`config.mk`:
```
export PLATFORM = sky130hd
export DESIGN_NAME = hist_acq_controller
export DESIGN_NICKNAME = d
export VERILOG_FILES = /design/src/rtl/hist_acq_controller.sv
export SDC_FILE = /design/constraint.sdc
export NUM_CORES = 1
export LEC_CHECK = 0
export CORE_ASPECT_RATIO = 1.2
export CORE_MARGIN = 3
export CORE_UTILIZATION = 57
export CTS_BUF_LIST = sky130_fd_sc_hd__clkbuf_4
export DETAILED_ROUTE_END_ITERATION = 7
export PLACE_DENSITY = 0.91
export SLEW_MARGIN = 20
export SYNTH_ARGS = -nofsm -noshare
export SYNTH_HDL_FRONTEND = slang
export SYNTH_SLANG_ARGS = --single-unit
```
`constraint.sdc`:
```
create_clock -name clk -period 4.5 [get_ports clk]
set_input_delay 0.9 -clock clk [delete_from_list [all_inputs] [get_ports clk]]
set_output_delay 0.9 -clock clk [all_outputs]
set_load 0.05 [all_outputs]
```
`src/rtl/hist_acq_controller.sv`:
```
`default_nettype none
// ============================================================================
// Module      : hist_acq_controller
// Description : Sequences the time-correlation histogram bin memory through
//               CLEAR, ACQUIRE and READOUT. Events are counted only inside a
//               programmable acquisition window. Bins are streamed to the host
//               over a valid/ready interface.
// Revision    : 1.0 - initial release
// ----------------------------------------------------------------------------
// Ports
//   clk, rst_n              clock, synchronous active-low reset
//   cmd_valid/cmd/cmd_ready host command (01 CLEAR, 10 ACQUIRE, 11 READOUT)
//   abort                   return to IDLE immediately, no done pulse
//   win_len                 acquisition window length, latched with command
//   evt_valid/evt_bin       front-end delay-bin events
//   mem_addr/inc/clr/rd     registered bin memory strobes
//   mem_rdata               memory read data, valid 1 cycle after mem_rd
//   out_valid/ready/bin/data/last  readout stream
//   busy, done, evt_count   status
// ============================================================================
module hist_acq_controller #(
    parameter int BIN_ADDR_W = 7,
    parameter int BIN_W      = 8,
    parameter int WIN_W      = 32
) (
    input  logic                  clk,
    input  logic                  rst_n,
    input  logic                  cmd_valid,
    input  logic [1:0]            cmd,
    output logic                  cmd_ready,
    input  logic                  abort,
    input  logic [WIN_W-1:0]      win_len,
    input  logic                  evt_valid,
    input  logic [BIN_ADDR_W-1:0] evt_bin,
    output logic [BIN_ADDR_W-1:0] mem_addr,
    output logic                  mem_inc,
    output logic                  mem_clr,
    output logic                  mem_rd,
    input  logic [BIN_W-1:0]      mem_rdata,
    output logic                  out_valid,
    input  logic                  out_ready,
    output logic [BIN_ADDR_W-1:0] out_bin,
    output logic [BIN_W-1:0]      out_data,
    output logic                  out_last,
    output logic                  busy,
    output logic                  done,
    output logic [WIN_W-1:0]      evt_count
);

    localparam logic [1:0]            c_CMD_CLEAR = 2'b01;
    localparam logic [1:0]            c_CMD_ACQ   = 2'b10;
    localparam logic [1:0]            c_CMD_READ  = 2'b11;
    localparam logic [BIN_ADDR_W-1:0] c_LAST_BIN  = '1;
    localparam logic [BIN_ADDR_W-1:0] c_BIN_ONE   = BIN_ADDR_W'(1);
    localparam logic [WIN_W-1:0]      c_WIN_ONE   = WIN_W'(1);
    localparam logic [WIN_W-1:0]      c_EVT_MAX   = '1;

    typedef enum logic [2:0] {
        S_IDLE     = 3'd0,
        S_CLEAR    = 3'd1,
        S_ACQ      = 3'd2,
        S_RD_ISSUE = 3'd3,
        S_RD_WAIT  = 3'd4,
        S_RD_HOLD  = 3'd5
    } state_t;

    state_t                r_state;
    logic [BIN_ADDR_W-1:0] r_idx;
    logic [WIN_W-1:0]      r_win_cnt;

    state_t                w_state_nxt;
    logic [BIN_ADDR_W-1:0] w_idx_nxt;
    logic [WIN_W-1:0]      w_win_cnt_nxt;
    logic [BIN_ADDR_W-1:0] w_mem_addr_nxt;
    logic                  w_mem_inc_nxt;
    logic                  w_mem_clr_nxt;
    logic                  w_mem_rd_nxt;
    logic                  w_out_valid_nxt;
    logic                  w_out_last_nxt;
    logic [BIN_ADDR_W-1:0] w_out_bin_nxt;
    logic [BIN_W-1:0]      w_out_data_nxt;
    logic                  w_done_nxt;
    logic [WIN_W-1:0]      w_evt_count_nxt;

    assign cmd_ready = (r_state == S_IDLE);
    assign busy      = ~cmd_ready;

    // All memory strobes and stream outputs are computed here as next-cycle
    // values, so each strobe is visible in the same cycle as the state that
    // owns it (e.g. mem_clr is high in every CLEAR cycle).
    always_comb begin
        w_state_nxt     = r_state;
        w_idx_nxt       = r_idx;
        w_win_cnt_nxt   = r_win_cnt;
        w_mem_addr_nxt  = mem_addr;
        w_mem_inc_nxt   = 1'b0;
        w_mem_clr_nxt   = 1'b0;
        w_mem_rd_nxt    = 1'b0;
        w_out_valid_nxt = 1'b0;
        w_out_last_nxt  = 1'b0;
        w_out_bin_nxt   = out_bin;
        w_out_data_nxt  = out_data;
        w_done_nxt      = 1'b0;
        w_evt_count_nxt = evt_count;

        if (abort) begin
            // Strobes and out_valid fall to their defaults; evt_count is kept.
            w_state_nxt = S_IDLE;
        end else begin
            case (r_state)
                S_IDLE: begin
                    if (cmd_valid) begin
                        case (cmd)
                            c_CMD_CLEAR: begin
                                w_state_nxt    = S_CLEAR;
                                w_idx_nxt      = '0;
                                w_mem_clr_nxt  = 1'b1;
                                w_mem_addr_nxt = '0;
                            end
                            c_CMD_ACQ: begin
                                w_evt_count_nxt = '0;
                                if (win_len == '0) begin
                                    // Zero-length window: complete at once.
                                    w_done_nxt = 1'b1;
                                end else begin
                                    w_state_nxt   = S_ACQ;
                                    w_win_cnt_nxt = win_len;
                                end
                            end
                            c_CMD_READ: begin
                                w_state_nxt    = S_RD_ISSUE;
                                w_idx_nxt      = '0;
                                w_mem_rd_nxt   = 1'b1;
                                w_mem_addr_nxt = '0;
                            end
                            default: ;
                        endcase
                    end
                end

                S_CLEAR: begin
                    if (r_idx == c_LAST_BIN) begin
                        w_state_nxt = S_IDLE;
                        w_done_nxt  = 1'b1;
                    end else begin
                        w_idx_nxt      = r_idx + c_BIN_ONE;
                        w_mem_clr_nxt  = 1'b1;
                        w_mem_addr_nxt = r_idx + c_BIN_ONE;
                    end
                end

                S_ACQ: begin
                    if (evt_valid) begin
                        w_mem_inc_nxt  = 1'b1;
                        w_mem_addr_nxt = evt_bin;
                        if (evt_count != c_EVT_MAX) begin
                            w_evt_count_nxt = evt_count + c_WIN_ONE;
                        end
                    end
                    // r_win_cnt is never zero here; 1 marks the final cycle.
                    if (r_win_cnt == c_WIN_ONE) begin
                        w_state_nxt = S_IDLE;
                        w_done_nxt  = 1'b1;
                    end else begin
                        w_win_cnt_nxt = r_win_cnt - c_WIN_ONE;
                    end
                end

                S_RD_ISSUE: begin
                    w_state_nxt = S_RD_WAIT;
                end

                S_RD_WAIT: begin
                    // Read data for r_idx is present on mem_rdata this cycle.
                    w_state_nxt     = S_RD_HOLD;
                    w_out_data_nxt  = mem_rdata;
                    w_out_bin_nxt   = r_idx;
                    w_out_valid_nxt = 1'b1;
                    w_out_last_nxt  = (r_idx == c_LAST_BIN);
                end

                S_RD_HOLD: begin
                    w_out_valid_nxt = 1'b1;
                    w_out_last_nxt  = out_last;
                    if (out_ready) begin
                        w_out_valid_nxt = 1'b0;
                        w_out_last_nxt  = 1'b0;
                        if (r_idx == c_LAST_BIN) begin
                            w_state_nxt = S_IDLE;
                            w_done_nxt  = 1'b1;
                        end else begin
                            w_state_nxt    = S_RD_ISSUE;
                            w_idx_nxt      = r_idx + c_BIN_ONE;
                            w_mem_rd_nxt   = 1'b1;
                            w_mem_addr_nxt = r_idx + c_BIN_ONE;
                        end
                    end
                end

                default: begin
                    w_state_nxt = S_IDLE;
                end
            endcase
        end
    end

    always_ff @(posedge clk) begin
        if (!rst_n) begin
            r_state   <= S_IDLE;
            r_idx     <= '0;
            r_win_cnt <= '0;
            mem_addr  <= '0;
            mem_inc   <= 1'b0;
            mem_clr   <= 1'b0;
            mem_rd    <= 1'b0;
            out_valid <= 1'b0;
            out_last  <= 1'b0;
            out_bin   <= '0;
            out_data  <= '0;
            done      <= 1'b0;
            evt_count <= '0;
        end else begin
            r_state   <= w_state_nxt;
            r_idx     <= w_idx_nxt;
            r_win_cnt <= w_win_cnt_nxt;
            mem_addr  <= w_mem_addr_nxt;
            mem_inc   <= w_mem_inc_nxt;
            mem_clr   <= w_mem_clr_nxt;
            mem_rd    <= w_mem_rd_nxt;
            out_valid <= w_out_valid_nxt;
            out_last  <= w_out_last_nxt;
            out_bin   <= w_out_bin_nxt;
            out_data  <= w_out_data_nxt;
            done      <= w_done_nxt;
            evt_count <= w_evt_count_nxt;
        end
    end

endmodule
`default_nettype wire
```
==> out/results.tsv <==
metric	value	unit
status	completed	
grtUsageTotal	28.69	%
place_ws	1.061	ns
postLayoutCoreUtil	73.90	%
start_util	60.07	%
synth_compound_area_share	20.44	%
slew_violations	0	
core	0.009271	sq mm
drt_iter0_drc	576	
vdd_drop_max	0.0001893	V
slew_headroom	27.98	%
cts.sinks	102	
clk_path_buf_depth	2	
hold_violations	0	
grt.busiest_layer	met2	
critPathMaxFanout	19	
clk_pin_slew_worst_paths	0.17	ns
synth_area_leaders	dfxtp_1 37%, nand2_1 5.7%, a21oi_1 5.6%	
worstMarginPinSlew	1.077	ns
arrival	2.46	ns
hp-class	register to register	
die_y	114.3	um
powerDensity	250.8	mW/mm^2
grt_max_degree	71	
synth_edf_count	0	
async_flop_share	0	%
cts_setup_buffers	0	
synth_top_family_by_area	simple AND/OR/NAND/NOR gates	
synth_top_area_cell	dfxtp_1	
critPathCaptureType	output pin	
io_pins	117	
synthAdderAreaFrac	0.8987	%
worstSkewPairLatency	0.48	ns
grt_pass1_wl	25.50	mm
fin_crit_sh	74.65	%
post_route_cells_drive_above_1_share	6.367	%
wl	15.75	mm
met2_usage	47.03	%
cts_htree_levels	3	
gr-usage-met3	5.720	%
ctsHoldBuffers	0	
cts_resized	0	
finClkSkew	0.01207	ns
yosys.area_share.simple	30.24	%
grt-ovfl-total	0	
required	3.60	ns
vias	5861	
maxCapViolations	0	
use_met1	35.53	%
io_buffers	116	
ant_nets	0	
holdWs	0.4663	ns
antenna_found_initial	1	
synth_most_common_cell	dfxtp_1	
yosys_warnings	0	
vias_per_cell	6.357	
synth_cells	711	
place_hpwl	11.15	mm
syn2layout_area_growth	23.03	%
gp_congestion	0.8871	
netlist-cell-type-count	65	
die_area	0.01100	sq mm
ys_seq_area_share	36.67	%
synth_common_cells	102 x dfxtp_1, 85 x nand2_1, 72 x nor2_1	
layout_min_cycle_time	3.359	ns
synthMuxAreaShare	1.797	%
cts_tree	yes	
syn_nets	770	
crit_type	register to output pin	
ys_ff_latch	102	
setup_violations	0	
die_width	96.23	um
row_count	38	
synthXorXnorAreaFrac	4.875	%
max_freq	0.2977	GHz
nets	855	
leakage	0.002411	uW
synth_area_per_cell	7.833	sq um
yosysTopAreaCellShare	36.67	%
drc	0	
firstDrtPassIters	6	
cp-start-kind	register	
root_buffer	clkbuf_4	
worst_slack	1.141	ns
grt_pass1_vias	5461	
routedWlPerCell	17.08	um
synthFlopType	dfxtp_1	
rsz0062_at_grt	no	
numCtsBuffers	9	
final.setup.tns	0	ns
synthesis.area	0.005569	sq mm
kinds of logic after synthesis:
logic type,after synthesis
xor gates and xnor gates,31
AOI/OAI and AO/OA,175
DFF,102
buffers and inverters,66
and+or+nand+nor,323
muxes,10
adders and majority gates,4
worst max-delay path, stage by stage, from the launching register on:
cell and delay, ns:
dfxtp_1 0.52, or3_1 0.46, inv_1 0.16, clkdlybuf4s50_1 0.83
metal layers:
| metal | vias up | wire, um |
|---|---|---|
| li1 | 2769 | - |
| met4 | 0 | 570 |
| met1 | 2732 | 6073 |
| met2 | 310 | 7802 |
| met5 | - | 0 |
| met3 | 50 | 1301 |
through the flow:
| stage | std cells | power, uW | instance area (sq um) |
|---|---|---|---|
| after floorplan | 711 | 1158 | 5569 |
| after CTS | 921 | 1720 | 6848 |
| after global routing | 922 | 1792 | 6852 |
| after global placement | 905 | 1267 | 6724 |
| final | 922 | 1718 | 6852 |
| after detailed placement | 905 | 1275 | 6724 |
power breakdown:
group / internal [uW] / leakage [uW] / total [uW] / switching [uW]
clock network: 120 / 0.0000609 / 454 / 334
registers: 919 / 0.000824 / 938 / 18.5
logic: 130 / 0.00153 / 326 / 196
total: 1170 / 0.00241 / 1720 / 549
registers in the layout, indices dropped and copies added (netlist names), 3 cells and up:
signal and cells:
evt_count 32, mem_addr 7, out_bin 7, out_data 8
r_idx 7, r_state 3, r_win_cnt 32
worst paths after layout:
check                startpoint       endpoint  slack [ns]  cells after the start
hold / removal      out_data[4]    out_data[4]        0.47                      2
setup / recovery     r_state[0]      cmd_ready        1.14                      3
hold reg to reg     out_data[4]    out_data[4]        0.47                      2
setup reg to reg  r_win_cnt[22]  r_win_cnt[28]        1.69                      6
cell type report:
type,count,area [sq um]
Fill cell,757,2420
Inverter,16,60.06
Timing Repair Buffer,124,1221
Multi-Input combinational cell,543,3252
Clock buffer,9,67.56
Tap cell,120,150.1
Clock inverter,7,56.30
Antenna cell,1,2.502
Sequential cell,102,2042
layout by cell type, fill, tap and decap left out, types with 4 or more instances in the layout:
cell               n
nor2b_1            5
xnor2_1           12
clkdlybuf4s50_1  116
buf_4              8
dfxtp_1          102
mux2i_1           10
o41ai_1            4
a31oi_1            7
nand3_1           30
nor3_1            25
and2_1             4
a211oi_1           8
or3_1             12
nand3b_1           4
o21a_1             5
o21ai_0           25
o311ai_0           7
o31ai_1           26
inv_1             16
nor2_1            72
xor2_1            19
ha_1               4
a22oi_1            4
clkbuf_4           9
nand4_1           19
nand2_1           84
and3_1            16
a31o_2             5
nor4_1            18
a21oi_1           62
No activity file was read; power rests on OpenSTA's default activity.
==> RTL change: new RTL, same settings <==
Change the parameter `WIN_W` from 32 to 48.
--- a/src/rtl/hist_acq_controller.sv
+++ b/src/rtl/hist_acq_controller.sv
@@ -21,7 +21,7 @@
 module hist_acq_controller #(
     parameter int BIN_ADDR_W = 7,
     parameter int BIN_W      = 8,
-    parameter int WIN_W      = 32
+    parameter int WIN_W      = 48
 ) (
     input  logic                  clk,
     input  logic                  rst_n,
Interface: changed (resized evt_count and win_len); port bits go from 117 to 149. The function was not compared with the original's and may differ.
==> RTL change against the unedited design <==
  * Register-to-register slack got worse by 0.77 ns
  * Maximum frequency fell by 8.4%
  * Sequential cell count grew 32
  * Synthesized area increased by 35%
  * Design area grew 37%
  * Wire length increased by 38%
  * Via count rose by 41%
  * Global-route usage fell by 0.64 points
  * Worst setup slack worse by 0.31 ns
  * Die area up 32%
  * Total power up 56%
  * Highest routed layer unchanged
==> RTL change: results (changes against the unedited design) <==
stage;metric;value;unit;change
detailed_routing;dr.first_iter.drc_count;860;;was 576
pwr;p_leak;3.11;nW;was 2.41 nW
global_route;grt_max_degree;64;;was 71
synthesis;synth.distinct_cells;69;;was 65
detailed_routing;wl_met1;8970;um;was 6070 um
detailed_routing;dr_wl_met2;10400;um;was 7800 um
placement;dp_hpwl;14800;um;was 11100 um
placement;io_buffers;148;;was 116
pwr;vdd_ir_drop_max;223;uV;was 189 uV
worst_setup_path;crit_path_max_fanout;14;;was 19
global_route;antenna_found_initial;0;;was 1
detailed_routing;drt-vias-per-instance;6.51;;was 6.36
layout;num-fill-cells;935;;was 757
global_route;first_global_vias;7379;;was 5461
synthesis;ys_seq_area_share;35.8;%;was 36.7%
detailed_routing;drt-total-wl;21800;um;was 15700 um
clock_network;htree_levels;4;;was 3
sta;maxSlewHeadroom;30.3;%;was 28.0%
placement;place_congestion;0.925;;was 0.887
sta;clock_skew;0.0216;ns;was 0.0121 ns
global_route;grt_pass1_wl;35100;um;was 25500 um
pwr;p_per_area;286;nW/um2;was 251 nW/um2
worst_setup_path;cpPeakStageDelay;0.85;ns;was 0.83 ns
layout;drive_above_1_share;7.96;%;was 6.37%
worst_setup_path;crit_arrival;2.77;ns;was 2.46 ns
run_status;status;finished clean;;unchanged
global_route;grt_usage;28.0;%;was 28.7%
worst_setup_path;r2r_slack;0.92;ns;was 1.69 ns
layout;antenna_cells;0;;was 1
synthesis;netlist_area;7490;um2;was 5570 um2
layout;nets;1167;;was 855
pwr;power.internal;0.00182;W;was 0.00117 W
detailed_routing;met3_length;1880;um;was 1300 um
synthesis;synth_common_cells;134 x dfxtp_1, 120 x nand2_1, 94 x nor2_1;;was 102 x dfxtp_1, 85 x nand2_1, 72 x nor2_1
clock_network;numCtsBuffers;17;;was 9
synthesis;synth_area_leaders;dfxtp_1 36%, nand2_1 6.0%, nor2_1 4.7%;;was dfxtp_1 37%, nand2_1 5.7%, a21oi_1 5.6%
clock_network;cts.clk_slew.worst_paths;0.12;ns;was 0.17 ns
synthesis;synth_nets;1050;;was 770
layout;largestRegisters;evt_count (48), r_win_cnt (48), out_data (8);;was evt_count (32), r_win_cnt (32), out_data (8)
-- RTL change: stage by stage --
stage,cells,area (um2),total power (W),worst slack (ns),hold WS [ns]
2_1_floorplan,975,7490,0.00160,1.64,0.456
3_3_place_gp,1237,9060,0.00178,0.727,0.441
3_5_place_dp,1237,9060,0.00178,0.648,0.446
4_1_cts,1269,9380,0.00268,0.958,0.463
5_1_grt,1269,9390,0.00278,0.709,0.475
6_report,1269,9390,0.00268,0.833,0.464
-- RTL change: path summary, 6_finish.rpt --
path	from	to	cells after the start
max	r_state[0]	cmd_ready	4
min	out_bin[1]	out_bin[1]	2
max reg2reg	r_win_cnt[22]	r_win_cnt[17]	7
min reg2reg	out_bin[1]	out_bin[1]	2
-- RTL change: tightest hold or removal path, cell delays in order (launching register included) --
cell and delay, ns:
dfxtp_1 0.33, nand2_1 0.05, a21oi_1 0.05
-- RTL change: layer usage --
metal  up-vias  track usage, %
met3        46            5.57
met2       433            45.7
met1      3873            36.7
li1       3907               -
met5         -               0
met4         0            10.4
-- RTL change: cell type report --
type / instances / share of cell area [%]
clock inverters: 15 / 2.05
inverters: 18 / 0.720
multi-input cells: 754 / 47.9
repair buffers: 167 / 17.2
flip-flops and latches: 134 / 28.6
clock buffers: 17 / 1.36
well taps: 164 / 2.19
-- RTL change: power groups by stage --
stage	logic [W]	clock network [W]	registers [W]
after floorplan	0.000318	0	0.00128
after global placement	0.000513	0	0.00127
after detailed placement	0.000518	0	0.00127
after CTS	0.000522	0.000914	0.00124
after global routing	0.000573	0.000961	0.00125
final	0.000536	0.000903	0.00124
-- RTL change: kinds of logic (layout without fill, tap and decap cells) --
kind of cell | count (synthesis) | after routing | share of synthesized area [%]
simple gates | 422 | 422 | 28.4
compound gates | 287 | 287 | 25.9
xor+xnor | 38 | 38 | 4.44
flops | 134 | 134 | 35.8
mux | 3 | 3 | 0.418
buf+inv | 87 | 217 | 4.39
fa+ha+maj | 4 | 4 | 0.668
